`src/rtl/operand_fetch_if.sv`:
```
// rtl/operand_fetch_if.sv - fetch, regfile, writeback and execute bus of the operand stage
interface operand_fetch_if;
  logic        in_valid;
  logic        in_ready;
  logic [31:0] in_pc;
  logic [31:0] in_instr;
  logic [4:0]  rs1_addr;
  logic [4:0]  rs2_addr;
  logic [31:0] rs1_data;
  logic [31:0] rs2_data;
  logic        wb_en;
  logic [4:0]  wb_addr;
  logic [31:0] wb_data;
  logic        out_valid;
  logic        out_ready;
  logic [31:0] out_pc;
  logic [31:0] out_instr;
  logic [31:0] out_rs1;
  logic [31:0] out_rs2;

  modport master (
    output in_valid, in_pc, in_instr, rs1_data, rs2_data,
           wb_en, wb_addr, wb_data, out_ready,
    input  in_ready, rs1_addr, rs2_addr,
           out_valid, out_pc, out_instr, out_rs1, out_rs2
  );

  modport slave (
    input  in_valid, in_pc, in_instr, rs1_data, rs2_data,
           wb_en, wb_addr, wb_data, out_ready,
    output in_ready, rs1_addr, rs2_addr,
           out_valid, out_pc, out_instr, out_rs1, out_rs2
  );
endinterface

```
`src/rtl/operand_fetch.sv`:
```
// rtl/operand_fetch.sv - operand fetch with pending-write scoreboard and registered execute bundle
// Optional same-cycle writeback forwarding when OPERAND_FETCH_BYPASS_EN is defined.
module operand_fetch (
  input  logic          clk_i,
  input  logic          reset_i,
  input  logic          flush_i,
  operand_fetch_if.slave bus
);
  localparam logic [6:0] OPC_LUI    = 7'b0110111;
  localparam logic [6:0] OPC_AUIPC  = 7'b0010111;
  localparam logic [6:0] OPC_JAL    = 7'b1101111;
  localparam logic [6:0] OPC_JALR   = 7'b1100111;
  localparam logic [6:0] OPC_LOAD   = 7'b0000011;
  localparam logic [6:0] OPC_OPIMM  = 7'b0010011;
  localparam logic [6:0] OPC_BRANCH = 7'b1100011;
  localparam logic [6:0] OPC_STORE  = 7'b0100011;
  localparam logic [6:0] OPC_OP     = 7'b0110011;

  logic [6:0]  opcode;
  logic [4:0]  rs1, rs2, rd;
  logic        uses_rs1, uses_rs2, writes_rd;
  logic        fwd_rs1, fwd_rs2;
  logic [31:0] op1, op2;
  logic        hazard, in_ready, issue;
  logic [31:0] pending_q, pending_d;
  logic        out_valid_q;
  logic [31:0] out_pc_q, out_instr_q, out_rs1_q, out_rs2_q;

  assign opcode = bus.in_instr[6:0];
  assign rd     = bus.in_instr[11:7];
  assign rs1    = bus.in_instr[19:15];
  assign rs2    = bus.in_instr[24:20];

  always_comb begin
    uses_rs1  = 1'b0;
    uses_rs2  = 1'b0;
    writes_rd = 1'b0;
    case (opcode)
      OPC_LUI, OPC_AUIPC, OPC_JAL: writes_rd = 1'b1;
      OPC_JALR, OPC_LOAD, OPC_OPIMM: begin
        uses_rs1  = 1'b1;
        writes_rd = 1'b1;
      end
      OPC_BRANCH, OPC_STORE: begin
        uses_rs1 = 1'b1;
        uses_rs2 = 1'b1;
      end
      OPC_OP: begin
        uses_rs1  = 1'b1;
        uses_rs2  = 1'b1;
        writes_rd = 1'b1;
      end
      default: ;
    endcase
  end

`ifdef OPERAND_FETCH_BYPASS_EN
  // A writeback landing this edge is taken straight from the bus instead of waiting a cycle.
  assign fwd_rs1 = bus.wb_en && (bus.wb_addr == rs1) && (rs1 != 5'd0);
  assign fwd_rs2 = bus.wb_en && (bus.wb_addr == rs2) && (rs2 != 5'd0);
  assign op1     = fwd_rs1 ? bus.wb_data : bus.rs1_data;
  assign op2     = fwd_rs2 ? bus.wb_data : bus.rs2_data;
`else
  logic unused_wb_data;
  assign fwd_rs1        = 1'b0;
  assign fwd_rs2        = 1'b0;
  assign op1            = bus.rs1_data;
  assign op2            = bus.rs2_data;
  assign unused_wb_data = ^bus.wb_data;
`endif

  assign hazard = (uses_rs1  && (rs1 != 5'd0) && pending_q[rs1] && !fwd_rs1) ||
                  (uses_rs2  && (rs2 != 5'd0) && pending_q[rs2] && !fwd_rs2) ||
                  (writes_rd && (rd  != 5'd0) && pending_q[rd]);

  assign in_ready = !reset_i && !flush_i && !hazard && (!out_valid_q || bus.out_ready);
  assign issue    = bus.in_valid && in_ready;

  // Clear before set so an issuing writer of the same register keeps its bit.
  always_comb begin
    pending_d = pending_q;
    if (bus.wb_en && (bus.wb_addr != 5'd0)) pending_d[bus.wb_addr] = 1'b0;
    if (issue && writes_rd && (rd != 5'd0)) pending_d[rd] = 1'b1;
    pending_d[0] = 1'b0;
  end

  always_ff @(posedge clk_i) begin
    if (reset_i) begin
      pending_q   <= '0;
      out_valid_q <= 1'b0;
      out_pc_q    <= '0;
      out_instr_q <= '0;
      out_rs1_q   <= '0;
      out_rs2_q   <= '0;
    end else if (flush_i) begin
      pending_q   <= '0;
      out_valid_q <= 1'b0;
    end else begin
      pending_q <= pending_d;
      if (issue) begin
        out_valid_q <= 1'b1;
        out_pc_q    <= bus.in_pc;
        out_instr_q <= bus.in_instr;
        out_rs1_q   <= op1;
        out_rs2_q   <= op2;
      end else if (bus.out_ready) begin
        out_valid_q <= 1'b0;
      end
    end
  end

  assign bus.in_ready  = in_ready;
  assign bus.rs1_addr  = rs1;
  assign bus.rs2_addr  = rs2;
  assign bus.out_valid = out_valid_q;
  assign bus.out_pc    = out_pc_q;
  assign bus.out_instr = out_instr_q;
  assign bus.out_rs1   = out_rs1_q;
  assign bus.out_rs2   = out_rs2_q;
endmodule
```
`src/flat_wrapper.sv`:
```
// flat-port wrapper written by rule: the top's interface ports become plain ports
module operand_fetch_flat 
  (clk_i, reset_i, flush_i, bus_in_valid, bus_in_pc, bus_in_instr, bus_rs1_data, bus_rs2_data, bus_wb_en, bus_wb_addr, bus_wb_data, bus_out_ready, bus_in_ready, bus_rs1_addr, bus_rs2_addr, bus_out_valid, bus_out_pc, bus_out_instr, bus_out_rs1, bus_out_rs2);
  operand_fetch_if bus_i ();
  input  logic clk_i;
  input  logic reset_i;
  input  logic flush_i;
  input wire logic [$bits(bus_i.in_valid)-1:0] bus_in_valid;
  input wire logic [$bits(bus_i.in_pc)-1:0] bus_in_pc;
  input wire logic [$bits(bus_i.in_instr)-1:0] bus_in_instr;
  input wire logic [$bits(bus_i.rs1_data)-1:0] bus_rs1_data;
  input wire logic [$bits(bus_i.rs2_data)-1:0] bus_rs2_data;
  input wire logic [$bits(bus_i.wb_en)-1:0] bus_wb_en;
  input wire logic [$bits(bus_i.wb_addr)-1:0] bus_wb_addr;
  input wire logic [$bits(bus_i.wb_data)-1:0] bus_wb_data;
  input wire logic [$bits(bus_i.out_ready)-1:0] bus_out_ready;
  output wire logic [$bits(bus_i.in_ready)-1:0] bus_in_ready;
  output wire logic [$bits(bus_i.rs1_addr)-1:0] bus_rs1_addr;
  output wire logic [$bits(bus_i.rs2_addr)-1:0] bus_rs2_addr;
  output wire logic [$bits(bus_i.out_valid)-1:0] bus_out_valid;
  output wire logic [$bits(bus_i.out_pc)-1:0] bus_out_pc;
  output wire logic [$bits(bus_i.out_instr)-1:0] bus_out_instr;
  output wire logic [$bits(bus_i.out_rs1)-1:0] bus_out_rs1;
  output wire logic [$bits(bus_i.out_rs2)-1:0] bus_out_rs2;
  assign bus_i.in_valid = bus_in_valid;
  assign bus_i.in_pc = bus_in_pc;
  assign bus_i.in_instr = bus_in_instr;
  assign bus_i.rs1_data = bus_rs1_data;
  assign bus_i.rs2_data = bus_rs2_data;
  assign bus_i.wb_en = bus_wb_en;
  assign bus_i.wb_addr = bus_wb_addr;
  assign bus_i.wb_data = bus_wb_data;
  assign bus_i.out_ready = bus_out_ready;
  assign bus_in_ready = bus_i.in_ready;
  assign bus_rs1_addr = bus_i.rs1_addr;
  assign bus_rs2_addr = bus_i.rs2_addr;
  assign bus_out_valid = bus_i.out_valid;
  assign bus_out_pc = bus_i.out_pc;
  assign bus_out_instr = bus_i.out_instr;
  assign bus_out_rs1 = bus_i.out_rs1;
  assign bus_out_rs2 = bus_i.out_rs2;
  operand_fetch u_core (.clk_i(clk_i), .reset_i(reset_i), .flush_i(flush_i), .bus(bus_i));
endmodule
```
`config.mk`:
```
export PLATFORM = sky130hd
export DESIGN_NAME = operand_fetch_flat
export DESIGN_NICKNAME = d
export VERILOG_FILES = /design/src/rtl/operand_fetch_if.sv /design/src/rtl/operand_fetch.sv /design/src/flat_wrapper.sv
export SDC_FILE = /design/constraint.sdc
export NUM_CORES = 1
export LEC_CHECK = 0
export ABC_AREA = 1
export CORE_UTILIZATION = 35
export CTS_CLUSTER_DIAMETER = 200
export CTS_CLUSTER_SIZE = 10
export DETAILED_ROUTE_END_ITERATION = 10
export PLACE_DENSITY_LB_ADDON = 0.3
export REMOVE_ABC_BUFFERS = 1
export SETUP_SLACK_MARGIN = 0.5
export SYNTH_ARGS = -nofsm -noshare
export SYNTH_HDL_FRONTEND = slang
export SYNTH_SLANG_ARGS = --single-unit
```
`constraint.sdc`:
```
create_clock -name clk_i -period 2 [get_ports clk_i]
set_input_delay 0.2 -clock clk_i [delete_from_list [all_inputs] [get_ports clk_i]]
set_output_delay 0.2 -clock clk_i [all_outputs]
set_load 0.05 [all_outputs]
```
==> results summary, run 1 <==
The number of global-route vias before repair is between 8k and 9k. In the synthesized netlist, the number of instances is between 1k and 1.5k. The flip-flop and latch count after synthesis came out at 160. The detailed-route wire length is 30200 um. The ratio of total power to cell area is between 600 and 700 nW/um^2. The critical path class is flop to output port. The path class of the tightest hold or removal check is input port to flop. The count of maximum capacitance violations came out at 0. The leakage power summed over all cells came out at 5.37 nW. The leading cell type in the layout, fill and taps excluded is sky130_fd_sc_hd__nand2_1. Summed over its instances, the top area cell type makes up a little over two fifths of the synthesized netlist area. The via count came out at 8834. The portion of the clock cycle consumed by the worst path in the final layout came out at 108%. The worst register-to-register path has a setup slack of -0.11 ns. The maximum clock skew at final layout came out at between 0.01 and 0.015 ns. The worst-case IR drop observed on VDD is 0.569 mV. The die covers between 20000 and 25000 sq um. The number of DRC violations after detailed routing came out at 0. Summing the sequential cell areas from Yosys gives a little over two fifths of the chip area. The count of endpoints failing hold in the final timing report came to 0.

The clock latency on the worst-skew pair came out at roughly 0.42 ns. The filler cell count in the final layout came out at about 1.8k. The all-layer global routing usage is about a quarter. The count of yosys warnings during synthesis came out at 0.

The minimum setup slack in the final design came out at -0.166 ns. The clock passes through at most 2 buffers. The number of DRC violations after detailed-routing iteration 0 is around 690.

The post-synthesis cell type count is 25. In this run the standard cell core region covers between 20000 and 25000 sq um. The top cell types in the final layout, fill and taps aside, are sky130_fd_sc_hd__nand2_1, sky130_fd_sc_hd__clkdlybuf4s50_1, sky130_fd_sc_hd__nand3_1. The clock tree synthesis step divided the H-tree into 4 levels.

After detailed routing, the average wire length per cell comes to about 18 um. The number of nets at the end of the flow is 1570. Setup repair after global routing could not meet its margin everywhere. Using the TritonRoute via totals, the vias-per-cell ratio works out to roughly 5.3. The checks that failed: setup timing.

Before CTS, the worst setup slack after placement is -0.620 ns. The mean post-synth cell area came out at between 6 and 7 sq um. The placement row count is 52.

The clock slew seen by the registers of the worst setup and hold paths is ~0.07 ns. The total congestion overflow after global routing came out at 0. The arrival time of data at the critical path endpoint came out at approximately 2 ns. Cells fill between 60% and 70% of the core in the end. The effective utilization at floorplan is between 30 and 40%. The I/O pin total came out at approximately 310. The floorplan step set the die width to between 100 and 150 um. The finished layout holds 1682 standard cells, fillers aside. The time the final worst path needs with I/O delays and setup came out at approximately 2.2 ns. The relative max-transition margin came out at roughly 56%. The flow ran to the end, but the final reports show violations. The area growth from synthesis to layout came out at 67.2%. The largest total area in the synthesized netlist belongs to sky130_fd_sc_hd__dfxtp_1.

The HPWL after detailed placement is approximately 20000 um. The total iterations of the first detailed-routing run came out at 5. In this run the clock root is driven by a sky130_fd_sc_hd__clkbuf_16. The number of diodes added for antenna fixing is 0. The storage element area is ~3300 sq um. The first global-routing pass estimated approximately 45000 um of wire. The number of sinks driven by the clock tree is between 150 and 200.

The multi-input combinational cells in the finished layout cover a total of ~3800 sq um. The top fanout value on the critical path came out at 3. The transition time at the pin with the least slew margin came out at ~0.66 ns. The post-synthesis instance area is roughly 7400 sq um. The height of the die came out at about 150 um. On the final layout, the worst hold slack is 0.143 ns. The hold buffer count at CTS is 0. The count of final setup violators came out at roughly 130.

The count of final max-slew check failures is 0. Entering global routing, the biggest net connects about 130 pins. The final estimated routing congestion in global placement is about 1.0. After synthesis, the cell types taking the most area are sky130_fd_sc_hd__dfxtp_1, sky130_fd_sc_hd__nand2_1, sky130_fd_sc_hd__nand3_1. The number of nets still failing antenna checks after routing came out at 0. The CTS buffer count came out at 17. TritonCTS built the clock tree. For this run, the top clock speed supported by timing is around 0.46 GHz. The kind of end point of the critical path is an output port. The count of placed standard cells including taps came out at approximately 1.6k. STA classifies the critical path startpoint as a flop. The layout cell share with drive strength beyond 1 is between 15 and 20%. STA puts the critical path data required time at roughly 1.8 ns.

The number of antenna violations at the first check in global routing is 0. The power consumption came out at about 0.0084 W. During placement, the flow inserted port buffers numbering between 200 and 300.
layout make-up:
class | instances | area share, %
repair buffers | 393 | 34.3
multi-input cells | 775 | 30.2
flip-flops and latches | 160 | 26.3
clock buffers | 18 | 3.54
well taps | 270 | 2.72
inverters | 52 | 1.67
clock inverters | 14 | 1.31
logic make-up after synthesis:
kind of cell           Yosys count  share of synthesized area [%]
and+or+nand+nor                562                           33.2
DFF                            160                           43.1
AOI/OAI and AO/OA              211                           14.4
buffers and inverters          143                           9.32
per-stage QoR:
| stage | setup TNS [ns] | instance area (sq um) |
|---|---|---|
| 2_1_floorplan | -454.82 | 6930 |
| 3_3_place_gp | -83.22 | 11000 |
| 3_5_place_dp | -86.44 | 11000 |
| 4_1_cts | -13.68 | 12000 |
| 5_1_grt | -27.34 | 12400 |
| 6_report | -9.21 | 12400 |
state kept, by name, indices dropped and copies added, names as in the netlist:
| register | flops |
|---|---|
| u_core.bus.out_valid | 1 |
| u_core.bus.out_instr | 32 |
| u_core.bus.out_rs2 | 32 |
| u_core.pending_q | 31 |
| u_core.bus.out_pc | 32 |
| u_core.bus.out_rs1 | 32 |
where the power goes:
group / total, W / internal [W] / switching (W) / leakage, nW
registers: 0.00331 / 0.00326 / 0.0000460 / 1.31
clock network: 0.00338 / 0.00183 / 0.00155 / 0.295
logic: 0.00170 / 0.000711 / 0.000986 / 3.76
total: 0.00838 / 0.00580 / 0.00258 / 5.37
final timing paths:
| check | start | to | cells past startpoint |
|---|---|---|---|
| setup reg to reg | u_core.pending_q[15] | u_core.bus.out_rs2[29] | 15 |
| hold reg to reg | u_core.bus.out_pc[9] | u_core.bus.out_pc[9] | 2 |
| hold / removal | bus_in_instr[5] | u_core.bus.out_instr[5] | 3 |
| setup / recovery | u_core.pending_q[16] | bus_in_ready | 14 |
critical path: stages (launching register included):
cell,delay (ns)
sky130_fd_sc_hd__dfxtp_1,0.36
sky130_fd_sc_hd__inv_1,0.09
sky130_fd_sc_hd__nand2_1,0.08
sky130_fd_sc_hd__nand2_1,0.05
sky130_fd_sc_hd__nand2_1,0.05
sky130_fd_sc_hd__nand2_1,0.04
sky130_fd_sc_hd__nand2_1,0.05
sky130_fd_sc_hd__nand2_1,0.06
sky130_fd_sc_hd__nor2_2,0.13
sky130_fd_sc_hd__nand3_2,0.11
sky130_fd_sc_hd__nand3_2,0.11
sky130_fd_sc_hd__nor2_4,0.04
sky130_fd_sc_hd__buf_12,0.13
sky130_fd_sc_hd__buf_12,0.12
sky130_fd_sc_hd__buf_12,0.14
Yosys cell counts (all sizes together):
cell and count:
nand2 266, nand3 189, a21oi 170, dfxtp 160, nor2 64, buf 54, inv 52, clkbuf 37
o21ai 36, nand4 32, nor3 9, or2 2, a21boi 1, o211ai 1, o21bai 1, o31ai 1
o32ai 1
routing by layer:
layer  GRT usage [%]  vias up  share of wire, %
met5               0        -                 0
met4            9.02        0               2.6
met3            7.96       48               9.1
met2            43.4      386                49
met1            32.1     4129                40
li1                -     4271                 -
what timing repair did:
action	CTS	global route
pin swaps	29	27
resized for setup	123	99
setup buffers	11	0
endpoints found under the setup margin	290	277
gates cloned	2	10
No activity file was read; power rests on OpenSTA's default activity.
==> run 2, diff against run 1 <==
- REMOVE_ABC_BUFFERS: 1 -> unset
==> run 2 against run 1 <==
  * Clock power is 2% lower
  * Non-clock buffer count is 24 lower
  * Die area stayed put
  * Flip-flop and latch count stayed put
  * The flow still finishes with violations (setup timing)
  * Sequential power hardly changed
  * Largest power group unchanged
  * Highest routed layer unchanged
  * Worst setup slack better by 0.11 ns
  * Final cell count is 1.4% lower
  * First-iteration DRC count is 9.5% higher
  * Core utilization is 1.5 points lower
==> results summary, run 2 (synthesized netlist as in run 1, its figures left out) <==
The flow ran to the end, but the final reports show violations. The final reports fail on setup timing. The portion of the clock cycle consumed by the worst path in the final layout is 103% (-5.7 points).

The transition time at the pin with the least slew margin came out at 0.681 ns (+0.0205 ns). Counting every net in the synthesized netlist gives ~1.2k. The via-per-instance ratio is 5.24 (-0.18%). The clock latency on the worst-skew pair came out at 0.43 ns (about the same).

The via count was 8692 (-1.6%). The total congestion overflow after global routing is 0 (unchanged). The width of the die is 148 um (unchanged). The detailed-route wire length came out at 28200 um (-6.8%).

The number of global-route vias before repair is 8242 (-0.43%). Setup repair after global routing could not meet its margin everywhere. The minimum setup slack in the final design came out at -0.0518 ns (+0.114 ns). The ratio of total power to cell area came out at 690 nW/um^2 (+2.2%). The level count of the clock H-tree is 4 (unchanged). STA classifies the critical path startpoint as a flop. The kind of end point of the critical path is an output port.

The instance area after placement is 10900 sq um (-0.80%). The maximum clock skew at final layout is 0.0144 ns (+0.00137 ns). The critical path in this run is classified as flop to output port.

The global-route wire length before repair came out at 43000 um (-3.6%). The number of DRC violations after detailed routing is 0 (unchanged). The path class of the lowest-slack min-delay path is input port to flop. The count of buffers inserted at the top-level ports is 278 (unchanged). The count of endpoints failing hold in the final timing report is 0 (unchanged). The maximum number of pins on one net before global-route repair came out at 129 (unchanged). The number of sinks driven by the clock tree came out at 160 (unchanged). The number of nets still failing antenna checks after routing came out at 0 (unchanged).

The floorplan die area came to 21800 sq um (unchanged). The time the final worst path needs with I/O delays and setup came out at 2.05 ns (-0.114 ns). The leading cell type in the layout, fill and taps excluded is sky130_fd_sc_hd__nand2_1.

The effective utilization at floorplan came out at 36.2% (unchanged). The count of non-filler cells in the finished layout is 1658 (-1.4%). The placement row count came out at 52 (unchanged). The count of final max-slew check failures came to 0 (unchanged). The total iterations of the first detailed-routing run came out at 6 (+1).

The average wire per standard cell is 17.0 um (-5.4%). CTS placed an instance of sky130_fd_sc_hd__clkbuf_16 at the clock tree root. The count of maximum capacitance violations is 0 (unchanged). The largest voltage drop on the vdd net was 0.597 mV (+4.9%). The clock slew seen by the registers of the worst setup and hold paths came out at 0.07 ns (about the same). The arrival time of data at the critical path endpoint is 1.85 ns (-0.12 ns).

The number of antenna violations at the first check in global routing is 1 (+1). The CTS tree is yes. The final estimated routing congestion in global placement came to 0.952 (-5.2%). The all-layer global routing usage came out at 24.8% (-1.4 points). The required time at the worst-slack endpoint came out at 1.80 ns (about the same). The post-placement worst setup slack is -0.620 ns (+0.0000760 ns). The largest buffer count on any clock path was 2 (unchanged). The number of nets at the end of the flow is 1544 (-1.7%). The core box area is 20500 sq um (unchanged). The leakage power summed over all cells came to 5.08 nW (-5.4%). The number of DRC violations after detailed-routing iteration 0 is 759 (+9.5%). The fmax is 0.487 GHz (+5.6%). The count of final setup violators was 3 (-98%). The I/O pin total came out at 311 (unchanged). The height of the die is 148 um (unchanged). The top fanout value on the critical path is 4 (+1). The filler cell count in the final layout was 1861 (+0.87%).

In the layout the commonest cells are sky130_fd_sc_hd__nand2_1, sky130_fd_sc_hd__clkdlybuf4s50_1, sky130_fd_sc_hd__nand3_1. The setup total negative slack is -0.0600 ns (+9.15 ns). The layout cell share with drive strength beyond 1 is 16.6% (-1.8 points). The relative max-transition margin came out at 54.6% (-1.4 points). Compared with the post-synthesis result, the final layout area differs by 62.9%. The post-DP HPWL came out at 19100 um (-3.6%). The power consumption is 0.00835 W (-0.37%). The count of placed standard cells including taps was 1610 (-1.0%).

The CTS buffer count came out at 17 (unchanged). The final instance area came out at 12100 sq um (-2.5%).
==> run 2: power breakdown <==
group          switching (W)  internal (W)  leakage [nW]
Clock                0.00152       0.00180         0.280
Combinational       0.000987      0.000733          3.49
Sequential         0.0000451       0.00327          1.31
Total                0.00255       0.00580          5.08
==> run 2: path summary, 6_finish.rpt <==
kind | slack [ns] | cells after the start | start | endpoint
hold reg to reg | 0.46 | 2 | u_core.bus.out_instr[9] | u_core.bus.out_instr[9]
setup / recovery | -0.05 | 10 | u_core.pending_q[27] | bus_in_ready
setup reg to reg | -0.01 | 13 | u_core.pending_q[27] | u_core.bus.out_instr[14]
hold / removal | 0.20 | 3 | bus_in_instr[1] | u_core.bus.out_instr[1]
==> run 2: worst max-delay path, cell delays in order, from the launching register on <==
cell and delay, ns:
sky130_fd_sc_hd__dfxtp_4 0.36, sky130_fd_sc_hd__a21oi_2 0.12, sky130_fd_sc_hd__o21ai_1 0.07, sky130_fd_sc_hd__nand3_1 0.11, sky130_fd_sc_hd__nand3_2 0.10, sky130_fd_sc_hd__nand3_2 0.07
sky130_fd_sc_hd__a21oi_2 0.05, sky130_fd_sc_hd__buf_4 0.15, sky130_fd_sc_hd__nor2_4 0.13, sky130_fd_sc_hd__buf_12 0.13, sky130_fd_sc_hd__buf_12 0.12
==> run 2: area by class of cell <==
class	instances	area, sq um	share of cell area [%]
Antenna cell	2	5.00	0.0414
Clock inverter	13	146	1.21
Clock buffer	19	443	3.66
Multi-Input combinational cell	773	3710	30.7
Sequential cell	160	3250	26.9
Tap cell	270	338	2.79
Inverter	52	213	1.76
Timing Repair Buffer	369	3990	33.0
==> run 2: per-layer routing <==
layer,GRT usage [%],part of all wire (%),up-vias
li1,-,-,4202
met1,29.9,40,4035
met2,41.2,48,397
met3,6.33,8.9,58
met4,12.1,3.0,0
met5,0,0,-
==> run 2: what timing repair did <==
item / 4_1_cts / 5_1_grt
endpoints found under the hold margin: 0 / 0
gates cloned: 2 / 7
endpoints found under the setup margin: 290 / 278
setup buffers: 5 / 0
hold buffers: 0 / 0
pin swaps: 15 / 14
resized for setup: 104 / 91
==> run 2: through the flow <==
stage | hold slack (ns) | utilization (%)
4_1_cts | 0.188 | 57.1
2_1_floorplan | 0.343 | -
3_5_place_dp | 0.451 | 53.1
3_3_place_gp | 0.446 | 53.1
6_report | 0.201 | 59.0
5_1_grt | 0.218 | 59.0
